`src/rtl/switch_pkg.sv`:
```
`default_nettype none
// ============================================================================
// Module      : switch_pkg
// Description : Shared types and default constants for the shared-light
//               switch controller.
// Revision    : 1.0 - initial release
// ============================================================================
package switch_pkg;

  typedef enum logic [0:0] {
    S_OFF = 1'b0,
    S_ON  = 1'b1
  } switch_state_t;

  localparam int N_BTN_DEF   = 4;
  localparam int TIMEOUT_DEF = 1000;

  // Width of an index into n requesters; never below one bit.
  function automatic int idxWidth(input int n);
    return (n > 1) ? $clog2(n) : 1;
  endfunction

endpackage : switch_pkg
`default_nettype wire

```
`src/rtl/switch_if.sv`:
```
`default_nettype none
// ============================================================================
// Module      : switch_if
// Description : Button inputs and light status outputs of the switch
//               controller. The controller attaches as slave, the button
//               panel / observer as master.
// Revision    : 1.0 - initial release
// ============================================================================
interface switch_if
  import switch_pkg::*;
#(
  parameter int N_BTN   = N_BTN_DEF,
  parameter int TIMEOUT = TIMEOUT_DEF,
  parameter int CNT_W   = $clog2(TIMEOUT + 1),
  parameter int OWN_W   = idxWidth(N_BTN)
);

  logic [N_BTN-1:0] sButton;
  logic             sLuz;
  logic [OWN_W-1:0] sOwner;
  logic [CNT_W-1:0] sTimer;

  modport master (output sButton, input sLuz, input sOwner, input sTimer);
  modport slave  (input sButton, output sLuz, output sOwner, output sTimer);

endinterface : switch_if
`default_nettype wire

```
`src/rtl/switch_rr_arbiter.sv`:
```
`default_nettype none
// ============================================================================
// Module      : switch_rr_arbiter
// Description : Combinational round-robin pick: first asserted press at or
//               after the pointer, wrapping from N_BTN-1 back to 0.
// Revision    : 1.0 - initial release
// ============================================================================
module switch_rr_arbiter
  import switch_pkg::*;
#(
  parameter int N_BTN = N_BTN_DEF,
  parameter int OWN_W = idxWidth(N_BTN)
) (
  input  logic [N_BTN-1:0] i_press,
  input  logic [OWN_W-1:0] i_rrPtr,
  output logic             o_grantValid,
  output logic [OWN_W-1:0] o_grantIdx
);

  // Scan offsets from the farthest down to zero so the nearest hit wins.
  always_comb begin
    o_grantValid = 1'b0;
    o_grantIdx   = '0;
    for (int k = N_BTN - 1; k >= 0; k--) begin
      if (i_press[(int'(i_rrPtr) + k) % N_BTN]) begin
        o_grantValid = 1'b1;
        o_grantIdx   = OWN_W'((int'(i_rrPtr) + k) % N_BTN);
      end
    end
  end

endmodule : switch_rr_arbiter
`default_nettype wire

```
`src/rtl/switch_controller.sv`:
```
`default_nettype none
// ============================================================================
// Module      : switch_controller
// Description : N_BTN buttons share one light. A press while off turns the
//               light on for the round-robin winner; the owner's next press
//               turns it off.
//               Macro SWITCH_AUTO_OFF_EN adds an auto-off timer reloaded by
//               non-owner presses.
// Revision    : 1.0 - initial release
// ============================================================================
module switch_controller
  import switch_pkg::*;
#(
  parameter int N_BTN   = N_BTN_DEF,
  parameter int TIMEOUT = TIMEOUT_DEF,
  parameter int CNT_W   = $clog2(TIMEOUT + 1)
) (
  input  logic     sClk,
  input  logic     sReset,
  switch_if.slave  bus
);

  localparam int c_OWN_W = idxWidth(N_BTN);

  logic [N_BTN-1:0]   r_btnQ;
  logic [N_BTN-1:0]   r_btnQq;
  logic [N_BTN-1:0]   w_press;
  switch_state_t      r_state;
  switch_state_t      w_nextState;
  logic [c_OWN_W-1:0] r_owner;
  logic [c_OWN_W-1:0] w_nextOwner;
  logic [c_OWN_W-1:0] r_rrPtr;
  logic [c_OWN_W-1:0] w_nextRrPtr;
  logic               w_grantValid;
  logic [c_OWN_W-1:0] w_grantIdx;

  // Two-stage input sampling; the second stage feeds rising-edge detection.
  always_ff @(posedge sClk) begin
    if (sReset) begin
      r_btnQ  <= '0;
      r_btnQq <= '0;
    end else begin
      r_btnQ  <= bus.sButton;
      r_btnQq <= r_btnQ;
    end
  end

  assign w_press = r_btnQ & ~r_btnQq;

  switch_rr_arbiter #(
    .N_BTN (N_BTN),
    .OWN_W (c_OWN_W)
  ) u_arb (
    .i_press      (w_press),
    .i_rrPtr      (r_rrPtr),
    .o_grantValid (w_grantValid),
    .o_grantIdx   (w_grantIdx)
  );

`ifdef SWITCH_AUTO_OFF_EN
  logic [CNT_W-1:0] r_timer;
  logic [CNT_W-1:0] w_nextTimer;
`endif

  // Next-state logic: grant when off; owner press, refresh or expiry when on.
  always_comb begin
    w_nextState = r_state;
    w_nextOwner = r_owner;
    w_nextRrPtr = r_rrPtr;
`ifdef SWITCH_AUTO_OFF_EN
    w_nextTimer = r_timer;
`endif
    case (r_state)
      S_OFF: begin
        if (w_grantValid) begin
          w_nextState = S_ON;
          w_nextOwner = w_grantIdx;
          w_nextRrPtr = (w_grantIdx == c_OWN_W'(N_BTN - 1)) ? '0 : w_grantIdx + 1'b1;
`ifdef SWITCH_AUTO_OFF_EN
          w_nextTimer = CNT_W'(TIMEOUT);
`endif
        end
      end
      S_ON: begin
        if (w_press[r_owner]) begin
          w_nextState = S_OFF;
`ifdef SWITCH_AUTO_OFF_EN
          w_nextTimer = '0;
`endif
        end
`ifdef SWITCH_AUTO_OFF_EN
        // Any other press counts as activity and beats a same-cycle expiry.
        else if (|w_press) begin
          w_nextTimer = CNT_W'(TIMEOUT);
        end else if (r_timer <= CNT_W'(1)) begin
          w_nextState = S_OFF;
          w_nextTimer = '0;
        end else begin
          w_nextTimer = r_timer - 1'b1;
        end
`endif
      end
      default: w_nextState = S_OFF;
    endcase
  end

  // State, owner and round-robin pointer registers.
  always_ff @(posedge sClk) begin
    if (sReset) begin
      r_state <= S_OFF;
      r_owner <= '0;
      r_rrPtr <= '0;
    end else begin
      r_state <= w_nextState;
      r_owner <= w_nextOwner;
      r_rrPtr <= w_nextRrPtr;
    end
  end

`ifdef SWITCH_AUTO_OFF_EN
  // Remaining on-time counter.
  always_ff @(posedge sClk) begin
    if (sReset) begin
      r_timer <= '0;
    end else begin
      r_timer <= w_nextTimer;
    end
  end

  assign bus.sTimer = r_timer;
`else
  assign bus.sTimer = '0;
`endif

  assign bus.sLuz   = (r_state == S_ON);
  assign bus.sOwner = r_owner;

endmodule : switch_controller
`default_nettype wire

```
`src/flat_wrapper.sv`:
```
// flat-port wrapper written by rule: the top's interface ports become plain ports
module switch_controller_flat import switch_pkg::*;
#(
  parameter int N_BTN   = N_BTN_DEF,
  parameter int TIMEOUT = TIMEOUT_DEF,
  parameter int CNT_W   = $clog2(TIMEOUT + 1)
)
  (sClk, sReset, bus_sButton, bus_sLuz, bus_sOwner, bus_sTimer);
  switch_if #(.N_BTN(N_BTN), .TIMEOUT(TIMEOUT), .CNT_W(CNT_W)) bus_i ();
  input  logic sClk;
  input  logic sReset;
  input wire logic [$bits(bus_i.sButton)-1:0] bus_sButton;
  output wire logic [$bits(bus_i.sLuz)-1:0] bus_sLuz;
  output wire logic [$bits(bus_i.sOwner)-1:0] bus_sOwner;
  output wire logic [$bits(bus_i.sTimer)-1:0] bus_sTimer;
  assign bus_i.sButton = bus_sButton;
  assign bus_sLuz = bus_i.sLuz;
  assign bus_sOwner = bus_i.sOwner;
  assign bus_sTimer = bus_i.sTimer;
  switch_controller #(.N_BTN(N_BTN), .TIMEOUT(TIMEOUT), .CNT_W(CNT_W)) u_core (.sClk(sClk), .sReset(sReset), .bus(bus_i));
endmodule
```
`config.mk`:
```
export PLATFORM = sky130hd
export DESIGN_NAME = switch_controller_flat
export DESIGN_NICKNAME = d
export VERILOG_FILES = /design/src/rtl/switch_pkg.sv /design/src/rtl/switch_if.sv /design/src/rtl/switch_rr_arbiter.sv /design/src/rtl/switch_controller.sv /design/src/flat_wrapper.sv
export SDC_FILE = /design/constraint.sdc
export NUM_CORES = 1
export LEC_CHECK = 0
export CORE_MARGIN = 2
export CORE_UTILIZATION = 30
export DETAILED_ROUTE_END_ITERATION = 8
export SYNTH_ARGS = -nofsm -noshare
export SYNTH_HDL_FRONTEND = slang
export SYNTH_HIERARCHICAL = 1
export SYNTH_SLANG_ARGS = --single-unit
```
`constraint.sdc`:
```
create_clock -name sClk -period 1.6 [get_ports sClk]
set_input_delay 0.32 -clock sClk [delete_from_list [all_inputs] [get_ports sClk]]
set_output_delay 0.32 -clock sClk [all_outputs]
set_load 0.01 [all_outputs]
```
==> impl_metrics.yaml <==
synthesis:
  synthArstFlopShare_pct: 0
  yosysUniqueCellTypes: 18
  ys.flop_type: "dfxtp_1"
  syn_area_sq_um: 648.1
  yosys.area_share.adder_pct: 1.931
  yosysMostFrequentCell: "dfxtp_1"
  synthXorXnorAreaFrac_pct: 0
  synthMuxAreaShare_pct: 11.20
  synth.area.top_cells: "dfxtp_1 40%, buf_4 12%, nor2b_4 8.5%, mux2i_1 7.7%, nor2b_1 7.7%"
  ys_seq_area_share_pct: 40.15
  avgSynthCellArea_sq_um: 9.971
  synth_top_area_share_pct: 40.15
  synth_top_cell_by_area: "dfxtp_1"
  ys_seq_elements: 13
  yosys.area_share.simple_pct: 27.61
  synth_top_family_by_area: "simple AND/OR/NAND/NOR gates"
  ys_warn_count: 6
  synth_edf_count: 0
  synthTopCellsByCount: "13 x dfxtp_1, 10 x buf_4, 10 x nor2_1, 8 x nor2b_1, 5 x mux2i_1"
  syn_inst: 65
  synth-compound-area-share_pct: 5.792
grt:
  grt_overflow_total: 0
  antenna_found_initial: 0
  grt_usage_pct: 8.709
  grt_max_degree: 14
  grt_pass1_vias: 390
  grt_pass1_wl_mm: 1.607
setup_path:
  cpMaxStageDelayCell: "clkdlybuf4s50_1"
  critPathBufInv: 1
  max_stage_delay_ns: 0.56
  worstPathArrival_ns: 1.21
  crit_path_end_kind: "output port"
  critPathKind: "reg -> out"
  cp-start-kind: "flip-flop"
  crit_chain: "clkdlybuf4s50_1"
  crit_family: "buffers and inverters"
  rrSetupSlack_ns: 0.14
  path_max_fanout: 3
  critical_path_required_ns: 1.28
clocking:
  cts_tree: "yes"
  root_buffer: "clkbuf_4"
  holdBufCountCts: 0
  numCtsBuffers: 3
  cts_max_level: 1
  cts_sinks: 13
  clkTransAtPathRegs_ns: 0.09
  worstSkewPairLatency_ns: 0.28
  cts_buffer_depth: 2
routing:
  vias: 431
  ant_nets: 0
  drt-initial-drc-count: 5
  remaining_drc_errors: 0
  detail_route.wl_per_cell_microns: 9.076
  routed_via_density: 4.105
  wl_microns: 953
  first_pass_iters: 4
cells_and_area:
  syn_to_final_growth_pct: 19.88
  n_antenna_cell: 0
  regArea_sq_um: 261.5
  drive_above_1_share_pct: 23.08
  multi_input_area_sq_um: 344.1
  fillCellCount: 203
  nets: 86
  finalNonFillerCells: 105
timing:
  rsz0062_at_grt: "true"
  finalMaxSlewViolations: 0
  finalClockSkew_ns: 0.004830
  fmax_mhz: 652.8
  fin_setup_tns_ns: 0
  setup_viol: 0
  timing.final.crit_share_pct: 95.75
  hold_violations: 0
  min_period_ns: 1.532
placement:
  dpl.hpwl_microns: 714.1
  gp_congestion: 0.6717
  io_buffers: 8
  placed_cells: 99
die:
  start_util_pct: 32.38
  rows: 16
  die_height_microns: 50.48
  core_sq_um: 2002
  die_w_microns: 50.48
  ios: 19
  die_area_sq_um: 2548
power_and_ir_drop:
  p_per_area_nw_per_um2: 934.9
  power_leakage_nw: 0.3254
  irDropWorstVdd_v: 0.0004270
job:
  maxCapViolCount: 0
hold_path:
  hold_path_class: "reg -> reg"
status:
  outcome: "finished clean"
-- sequential cells by signal, indices dropped and copies added (netlist names) --
register           count
u_core/r_btnQ          4
u_core/r_btnQq         4
u_core/bus.sOwner      2
u_core/r_rrPtr         2
u_core/bus.sLuz        1
-- timing repair --
| action | 4_1_cts | 5_1_grt |
|---|---|---|
| setup endpoints to repair | 0 | 2 |
| buffers inserted | 0 | 2 |
| gates resized for setup | 0 | 2 |
-- cell usage in the layout, fill, tap and decap left out, types with 2 or more instances in the layout --
cell type         n
mux2i_1           5
nor2b_1           8
dfxtp_1          12
nor2b_4           4
conb_1           10
nand2b_1          2
buf_4             4
a211oi_2          3
nand2_1           2
nor2_1           10
clkbuf_4          3
clkdlybuf4s50_1   8
-- final timing paths --
kind	start	to	cells past startpoint
worst max register to register	u_core/r_btnQ[3]$_SDFF_PP0_	u_core/r_rrPtr[1]$_SDFFE_PP0P_	7
worst min-delay path	u_core/bus.sLuz$_SDFF_PP0_	u_core/bus.sLuz$_SDFF_PP0_	1
worst min register to register	u_core/bus.sLuz$_SDFF_PP0_	u_core/bus.sLuz$_SDFF_PP0_	1
worst max-delay path	u_core/bus.sOwner[1]$_SDFFE_PP0P_	bus_sOwner[1]	1
-- stage by stage --
stage	worst slack [ns]	area, sq um	hold WS [ns]	util [%]	power, mW
after CTS	0.03644	755.7	0.4714	37.75	0.7248
final	0.06806	777.0	0.4678	38.81	0.7264
after floorplan	0.2236	681.9	0.3916	-	0.4873
after global routing	-0.005519	777.0	0.4839	38.81	0.7613
after detailed placement	0.09897	728.2	0.4523	36.38	0.5186
after global placement	0.1536	728.2	0.4552	36.38	0.5142
-- where the power goes --
| part | total [mW] | leakage, nW | internal [mW] | switching, mW |
|---|---|---|---|---|
| clock network | 0.206 | 0.0177 | 0.0927 | 0.113 |
| logic | 0.152 | 0.200 | 0.0849 | 0.0672 |
| registers | 0.368 | 0.108 | 0.347 | 0.0212 |
-- cell type report --
class	count	share of cell area [%]
Timing Repair Buffer	12	14.17
Tap cell	27	4.348
Multi-Input combinational cell	49	44.28
Clock inverter	1	0.6441
Sequential cell	13	33.66
Clock buffer	3	2.899
-- cell families (layout without fill, tap and decap cells) --
logic type / count (synthesis) / after routing
flops: 13 / 13
fa+ha+maj: 1 / 1
compound gates: 4 / 4
buf+inv: 12 / 16
mux: 6 / 6
simple gates: 28 / 28
other cells: 1 / 10
-- metal layers --
layer | vias up | track usage (%) | routed length, microns
li1 | 215 | - | -
met1 | 196 | 9.444 | 422
met2 | 16 | 14.04 | 446
met3 | 4 | 1.786 | 57
met4 | 0 | 8.108 | 27
met5 | - | 0 | 0
(Power assumes the default switching activity.)
